`src/rtl/cache_ctrl.sv`:
```
// cache_ctrl
// Direct-mapped, write-through, no-write-allocate controller for a
// 32-line x 128-bit data array. Holds the tag and valid arrays, stalls the
// core on misses and writes, fetches whole lines from main memory on read
// misses and forwards every core write to main memory.
//
// Ports:
//   clk, rst_n                      clock, synchronous active-low reset
//   cpu_rd, cpu_wr                  core requests (held while stall=1)
//   cpu_addr, cpu_wdata             core word address and write data
//   stall                           core must hold its request
//   cache_we, cache_wsource         array write enable; 1 = line fill, 0 = word
//   cache_index, cache_word_loc     array line index and word select
//   mem_rd, mem_wr                  level requests to main memory
//   mem_addr, mem_wdata             main-memory word address and write data
//   mem_ready                       main memory completes this cycle
//   hit_count, miss_count           saturating performance counters
module cache_ctrl #(
    parameter int ADDR_W = 12,
    parameter int LINES  = 32,
    parameter int CNT_W  = 16
) (
    input  logic              clk,
    input  logic              rst_n,
    input  logic              cpu_rd,
    input  logic              cpu_wr,
    input  logic [ADDR_W-1:0] cpu_addr,
    input  logic [31:0]       cpu_wdata,
    output logic              stall,
    output logic              cache_we,
    output logic              cache_wsource,
    output logic [4:0]        cache_index,
    output logic [1:0]        cache_word_loc,
    output logic              mem_rd,
    output logic              mem_wr,
    output logic [ADDR_W-1:0] mem_addr,
    output logic [31:0]       mem_wdata,
    input  logic              mem_ready,
    output logic [CNT_W-1:0]  hit_count,
    output logic [CNT_W-1:0]  miss_count
);

    localparam int TAG_W = ADDR_W - 7;

    typedef enum logic [1:0] {IDLE, FETCH, WRITE, DONE} state_t;

    state_t             state, next_state;
    logic [TAG_W-1:0]   tag_ram [LINES];
    logic [LINES-1:0]   valid;
    logic               wr_hit;
    logic [TAG_W-1:0]   addr_tag;
    logic               hit;
    logic               hit_inc, miss_inc;

    assign addr_tag       = cpu_addr[ADDR_W-1:7];
    assign cache_index    = cpu_addr[6:2];
    assign cache_word_loc = cpu_addr[1:0];
    assign mem_wdata      = cpu_wdata;
    assign hit            = valid[cache_index] && (tag_ram[cache_index] == addr_tag);

    always_comb begin
        next_state    = state;
        stall         = 1'b0;
        cache_we      = 1'b0;
        cache_wsource = 1'b0;
        mem_rd        = 1'b0;
        mem_wr        = 1'b0;
        mem_addr      = cpu_addr;
        hit_inc       = 1'b0;
        miss_inc      = 1'b0;
        case (state)
            IDLE: begin
                // A simultaneous read and write is handled as a write.
                if (cpu_wr) begin
                    stall      = 1'b1;
                    hit_inc    = hit;
                    miss_inc   = !hit;
                    next_state = WRITE;
                end else if (cpu_rd) begin
                    if (hit) begin
                        hit_inc = 1'b1;
                    end else begin
                        stall      = 1'b1;
                        miss_inc   = 1'b1;
                        next_state = FETCH;
                    end
                end
            end
            FETCH: begin
                stall    = 1'b1;
                mem_rd   = 1'b1;
                mem_addr = {cpu_addr[ADDR_W-1:2], 2'b00};
                if (mem_ready) begin
                    // A reset landing on the completion cycle must not write the array.
                    cache_we      = rst_n;
                    cache_wsource = 1'b1;
                    next_state    = DONE;
                end
            end
            WRITE: begin
                stall  = 1'b1;
                mem_wr = 1'b1;
                if (mem_ready) begin
                    // No-write-allocate: only a write hit touches the array.
                    cache_we   = wr_hit && rst_n;
                    next_state = DONE;
                end
            end
            DONE: begin
                next_state = IDLE;
            end
            default: begin
                next_state = IDLE;
            end
        endcase
    end

    always_ff @(posedge clk) begin
        if (!rst_n) begin
            state      <= IDLE;
            valid      <= '0;
            wr_hit     <= 1'b0;
            hit_count  <= '0;
            miss_count <= '0;
        end else begin
            state <= next_state;
            if (state == IDLE && cpu_wr) begin
                wr_hit <= hit;
            end
            if (state == FETCH && mem_ready) begin
                valid[cache_index] <= 1'b1;
            end
            // Counters saturate at all-ones instead of wrapping.
            if (hit_inc && hit_count != {CNT_W{1'b1}}) begin
                hit_count <= hit_count + CNT_W'(1);
            end
            if (miss_inc && miss_count != {CNT_W{1'b1}}) begin
                miss_count <= miss_count + CNT_W'(1);
            end
        end
    end

    // Tags need no reset; the valid bits qualify them.
    always_ff @(posedge clk) begin
        if (rst_n && state == FETCH && mem_ready) begin
            tag_ram[cache_index] <= addr_tag;
        end
    end

endmodule
```
`config.mk`:
```
export PLATFORM = sky130hd
export DESIGN_NAME = cache_ctrl
export DESIGN_NICKNAME = d
export VERILOG_FILES = /design/src/rtl/cache_ctrl.sv
export SDC_FILE = /design/constraint.sdc
export NUM_CORES = 1
export LEC_CHECK = 0
export CAP_MARGIN = 20
export CORE_MARGIN = 1.5
export CORE_UTILIZATION = 51
export CTS_BUF_LIST = sky130_fd_sc_hd__clkbuf_4
export DETAILED_ROUTE_END_ITERATION = 12
export GPL_TIMING_DRIVEN = 0
export MAX_ROUTING_LAYER = met4
export PLACE_DENSITY = 0.82
export SYNTH_ARGS = -nofsm -noshare
export SYNTH_HDL_FRONTEND = slang
export SYNTH_SLANG_ARGS = --single-unit
```
`constraint.sdc`:
```
create_clock -name clk -period 3.3 [get_ports clk]
set_input_delay 0.33 -clock clk [delete_from_list [all_inputs] [get_ports clk]]
set_output_delay 0.33 -clock clk [all_outputs]
set_load 0.01 [all_outputs]
```
# [After elaboration in Yosys (flattened, before gate mapping)]
# Memory sizes are Yosys's and may differ from the RTL's.
# Index checks and enable logic that the tools add are counted.
[word_totals] regBits=67 ramBits=160 in_bits=49 out_inout_bits=88 word_cells=62 memories=1
[memory_table] memory="tag_ram" words=32 word_bits=5 rd=1 rd_clocked_by_memory_dff=0 write_ports=1 line_no="48" source="logic [TAG_W-1:0] tag_ram [LINES];"
[classes] n_addsub=2 order_cmp=2 eq_ne=9 muxes=29 bitwise_logic=1 n_reduce_logical=13
[ops] op="$add A16 B1 Y16 const B" n=2
[ops] op="$ne A16 B16 Y1 const B" n=2
[ops] op="$or A32 B32 Y32" n=1
[ops] op="$mux W1" n=19
[ops] op="$mux W2" n=5
[ops] op="$logic_and A1 B1 Y1" n=9
[ops] op="$lt A5 B6 Y1 const B" n=1
[ops] op="$ne A3 B3 Y1 const B" n=2
[ops] op="$pmux W2 S3" n=1
[ops] op="$bmux W1 S5" n=1
[ops] op="$demux W1 S5" n=1
[ops] op="$eq A5 B5 Y1" n=1
[ops] op="$ge A5 B1 Y1 const B" n=1
[ops] op="$eq A2 B2 Y1 const B" n=2
[ops] op="$pmux W1 S2" n=2
[ops] op="$reduce_and A3 Y1" n=1
[ops] op="$eq A2 B1 Y1 const B" n=1
[ops] op="$logic_not A2 Y1" n=1
[ops] op="$ne A2 B1 Y1 const B" n=1
[ops] op="$reduce_or A2 Y1" n=1
[ops] op="$logic_not A1 Y1" n=1

# [Longest topological paths before layout]
[depth] depth_word=8 depth_mapped=14 depth_no_buf=8

# [Least setup slack after synthesis]
# Ideal clock, no wire load.
[synth_timing] kind="input port to flip-flop" startpoint="in cpu_addr[2]" endpoint="reg hit_count[8]" setup_time_ns=0.118 t_arrival_ns=3.187 path_slack_ns=-0.005 path_stages=12 n_path_buf=4 cell_sequence="buf_2 > buf_2 > buf_2 > mux2i_1 > o22ai_1 > nor4_1 > a21o_1 > nand4_1 > or4_4 > buf_6 > or3_1 > mux2i_1"
[synth_via] elab_chain_len=8 elab_cells_between_ends=10 classes_between="1 x eq/ne; 6 x mux; 2 x reduce/logical; 1 x memory"
[synth_rtl] item="start, declared" line_no="27" source="input logic [ADDR_W-1:0] cpu_addr,"
[synth_rtl] item="$mem_v2 Z32 W5 or $bmux W1 S5 (tied branches)"
[synth_rtl] item="$eq A5 B5 Y1 or $mux W1 (tied branches)" line_no="59" source="assign hit = valid[cache_index] && (tag_ram[cache_index] == addr_tag);"
[synth_rtl] item="$logic_and A1 B1 Y1 (*)" line_no="59"
[synth_rtl] item="$mux W1" line_no="80" source="if (hit) begin"
[synth_rtl] item="$mux W1" line_no="79" source="end else if (cpu_rd) begin"
[synth_rtl] item="$mux W1 (*)" line_no="74" source="if (cpu_wr) begin"
[synth_rtl] item="$mux W1 (*)" line_no="71" source="case (state)"
[synth_rtl] item="$logic_and A1 B1 Y1 (*)" line_no="134" source="if (hit_inc && hit_count != {CNT_W{1'b1}}) begin"
[synth_rtl] item="end signal, assigned" line_no="135" source="hit_count <= hit_count + CNT_W'(1);"
[synth_rtl] item="end, declared" line_no="39" source="output logic [CNT_W-1:0] hit_count,"
# Every way passes the cells marked *; elsewhere a longest branch is shown, timed or not. The select of a mux whose other input is x is not followed.
# A chain may end at the register's enable or synchronous reset.

# [Worst setup path after layout]
[layout_timing] startpoint="mem tag_ram[26][3] (netlist bit)" endpoint="reg hit_count[6]"
[layout_via] elab_chain_len=8
[layout_rtl] item="start, declared" line_no="48"
[layout_rtl] item="$mem_v2 Z32 W5 (*)"
[layout_rtl] item="$eq A5 B5 Y1 (*)" line_no="59"
[layout_rtl] item="$logic_and A1 B1 Y1 (*)" line_no="59"
[layout_rtl] item="$mux W1" line_no="80"
[layout_rtl] item="$mux W1" line_no="79"
[layout_rtl] item="$mux W1 (*)" line_no="74"
[layout_rtl] item="$mux W1 (*)" line_no="71"
[layout_rtl] item="$logic_and A1 B1 Y1 (*)" line_no="134"
# Every way passes the cells marked *; elsewhere a longest branch is shown, timed or not.

==> flow_summary.json <==
{
  "cts-buffers-inserted": 54,
  "syn_to_final_growth_pct": 25.8,
  "r2r_start": "tag_ram[26][3]",
  "maxCapViolations": 0,
  "p_clk_share_pct": 37.4,
  "synth_common_cells": "edfxtp_1, mux2i_1, dfxtp_1",
  "num_rows": 50,
  "synth_top_area_cell": "edfxtp_1",
  "reg2regPathDepth": 10,
  "worstSetupEndpoint": "hit_count[6]",
  "fp.dieArea_sq_um": 20300,
  "synth.avg_cell_area_sq_um": 13.1,
  "port_buffers": 103,
  "ys_ff_latch": 227,
  "max_freq_ghz": 0.303,
  "routed_via_density": 5.85,
  "finalCriticalPeriod_ps": 3300,
  "first_pass_iters": 5,
  "swShare_pct": 25.1,
  "synth_most_common_cell": "edfxtp_1",
  "internal_power_mw": 4.69,
  "grt_pass1_vias": 6883,
  "post_drt_wl_per_cell_microns": 20.3,
  "hold_buffers": 0,
  "drive_gt1_share_pct": 25.3,
  "critPathMaxStageDelay_ps": 600,
  "min_period_over_period_pct": 100,
  "die_h_microns": 142,
  "synth_nets": 813,
  "violations": "negative setup slack",
  "outcome": "finished, violations left",
  "drc": 0,
  "crit_chain": "mux2i_2, o22ai_2, nor4_2, a21oi_1, or4_4, buf_6, or4_4, buf_6, or4_4, a21oi_2",
  "combPwrFrac_pct": 13.0,
  "hold_viol": 0,
  "vias": 7251,
  "synth_area_leaders": "edfxtp_1, dfxtp_1, mux2i_1",
  "overflow": 0,
  "p_leak_nw": 4.69,
  "end_kind": "register",
  "worst_setup_path_start_kind": "register",
  "startpoint": "tag_ram[26][3]",
  "grt_pass1_wl_microns": 36800,
  "crit_path_max_fanout": 5,
  "yosysUniqueCellTypes": 49,
  "cts-root-buf": "clkbuf_4",
  "synth_top_area_share_pct": 48.5,
  "critical_path_class": "reg -> reg",
  "insertion_delay_ps": 670,
  "cts_tree": "built",
  "rsz0062_at_grt": "yes",
  "ys_warn_count": 0,
  "synth_edf_count": 160,
  "peakVddDrop_mv": 0.277,
  "synth_area_sq_um": 9910,
  "pin_count": 137,
  "grtUsageTotal_pct": 25.2,
  "critical_path.most_common_cell": "or4_4",
  "core_sq_um": 18900,
  "regToRegEndpoint": "hit_count[6]",
  "maxSlewViolCount": 0,
  "setup_viol": 1,
  "grt_start_max_net_pins": 36,
  "fp.dieW_microns": 142,
  "crit_path_top_delay_cell": "or4_4",
  "antenna_found_initial": 1,
  "clock_skew_ps": 37.4,
  "globalplace.congestion": 0.945,
  "power_density_nw_per_um2": 502,
  "h-tree-depth": 2,
  "hold_class": "in -> reg",
  "cp.required_ps": 3870,
  "cp.arrival_ps": 3870,
  "netlist_instances": 758,
  "layout.nets": 989,
  "worstMarginPinSlew_ps": 931,
  "drtIter0Drc": 653,
  "power.switching_mw": 1.57,
  "holdWs_ps": 421,
  "synth_seq_area_share_pct": 62.0,
  "initial_core_util_pct": 52.5,
  "dp_hpwl_microns": 16600,
  "clk_pin_slew_ps": 70,
  "power_mw": 6.26,
  "worst_slack_ps": -0.633,
  "cts.path.max_buffers": 3,
  "async_reset_ff_share_pct": 0,
  "r2r_slack_ps": -0.6,
  "ys.flop_type": "edfxtp_1",
  "slew_headroom_pct": 37.7,
  "drtAntennaViolNets": 0,
  "sequentialPowerShare_pct": 49.5,
  "cts_num_sinks": 227,
  "routed_wl_microns": 25200
}
-- state kept, by name, summed over array words and instances, names as in the netlist --
| signal | cells |
|---|---|
| miss_count | 16 |
| valid | 32 |
| wr_hit | 1 |
| state | 2 |
| tag_ram | 160 |
| hit_count | 16 |
-- area by class of cell --
cell class / count / area (sq um)
timing repair buffer: 120 / 1190
tap: 260 / 325
multi-input combinational: 428 / 3390
inverter: 20 / 75.1
clock inverter: 24 / 156
sequential: 227 / 6150
clock buffer: 77 / 578
antenna: 1 / 2.50
fill: 1381 / 6420
buffer: 83 / 607
-- placed cells by master (no fill, tap or decap), types with 11 or more instances in the layout --
cell type	instances
a21o_1	34
a21oi_1	26
buf_4	63
clkbuf_1	11
clkbuf_4	78
clkdlybuf4s50_1	98
clkinv_1	16
dfxtp_1	67
edfxtp_1	160
inv_1	19
mux2i_1	75
mux2i_2	12
nand2_1	21
nand3_1	19
nor2_1	46
o21ai_0	12
o22ai_1	32
o22ai_2	11
or3_1	13
-- worst min-delay path by stage --
stage | depth (start not counted) | endpoint | start
after floorplan | 1 | valid[10] | valid[10]
after global placement | 1 | valid[5] | valid[5]
final | 4 | wr_hit | cpu_wr
after detailed placement | 1 | valid[6] | valid[6]
after global routing | 3 | state[1] | cpu_wr
after CTS | 4 | wr_hit | cpu_wr
-- metal layers --
| layer | wire length (microns) | share of wire [%] | track usage, % |
|---|---|---|---|
| met5 | 0 | 0 | - |
| met4 | 682 | 2.7 | 11.6 |
| met3 | 2840 | 11 | 5.62 |
| met2 | 12000 | 47 | 39.9 |
| met1 | 9710 | 39 | 31.1 |
-- metrics by stage --
step	setup WS [ps]	TNS, ps	util, %	instances	area [sq um]
after global placement	-1050	-30750	59.7	1121	11300
final	-0.633	-0.633	66.0	1240	12500
after floorplan	12.9	0	-	758	9920
after detailed placement	-1050	-31480	60.0	1125	11300
after CTS	22.4	0	65.4	1236	12300
after global routing	-44.0	-62.9	66.0	1240	12500
-- worst max-delay path: cells and delay by family (launching register included) --
family,cells,cell delay (ps)
buf+inv,2,310
compound gates,3,400
simple gates,4,1870
mux,1,240
flops,1,380
-- timing repair --
action	in CTS	in global routing
resized for setup	60	26
endpoints found under the setup margin	33	24
buffers inserted	10	1
pin swaps	10	10
cloned	0	1
-- power groups by stage --
| stage | logic, mW | registers (mW) | clock network (mW) |
|---|---|---|---|
| 6_report | 0.817 | 3.10 | 2.34 |
| 5_1_grt | 0.877 | 3.11 | 2.52 |
| 4_1_cts | 0.796 | 3.10 | 2.36 |
| 3_5_place_dp | 0.765 | 3.17 | 0 |
| 3_3_place_gp | 0.738 | 3.17 | 0 |
| 2_1_floorplan | 0.424 | 3.17 | 0 |
-- kinds of logic after synthesis --
logic type               synth area share [%]
AO/OA/AOI/OAI                            9.04
buffers and inverters                    6.32
multiplexers                             10.9
AND/OR/NAND/NOR                          10.9
XOR/XNOR                               0.0884
adder cells (fa/ha/maj)                 0.757
flip-flops                               62.0
(Power assumes the default switching activity.)
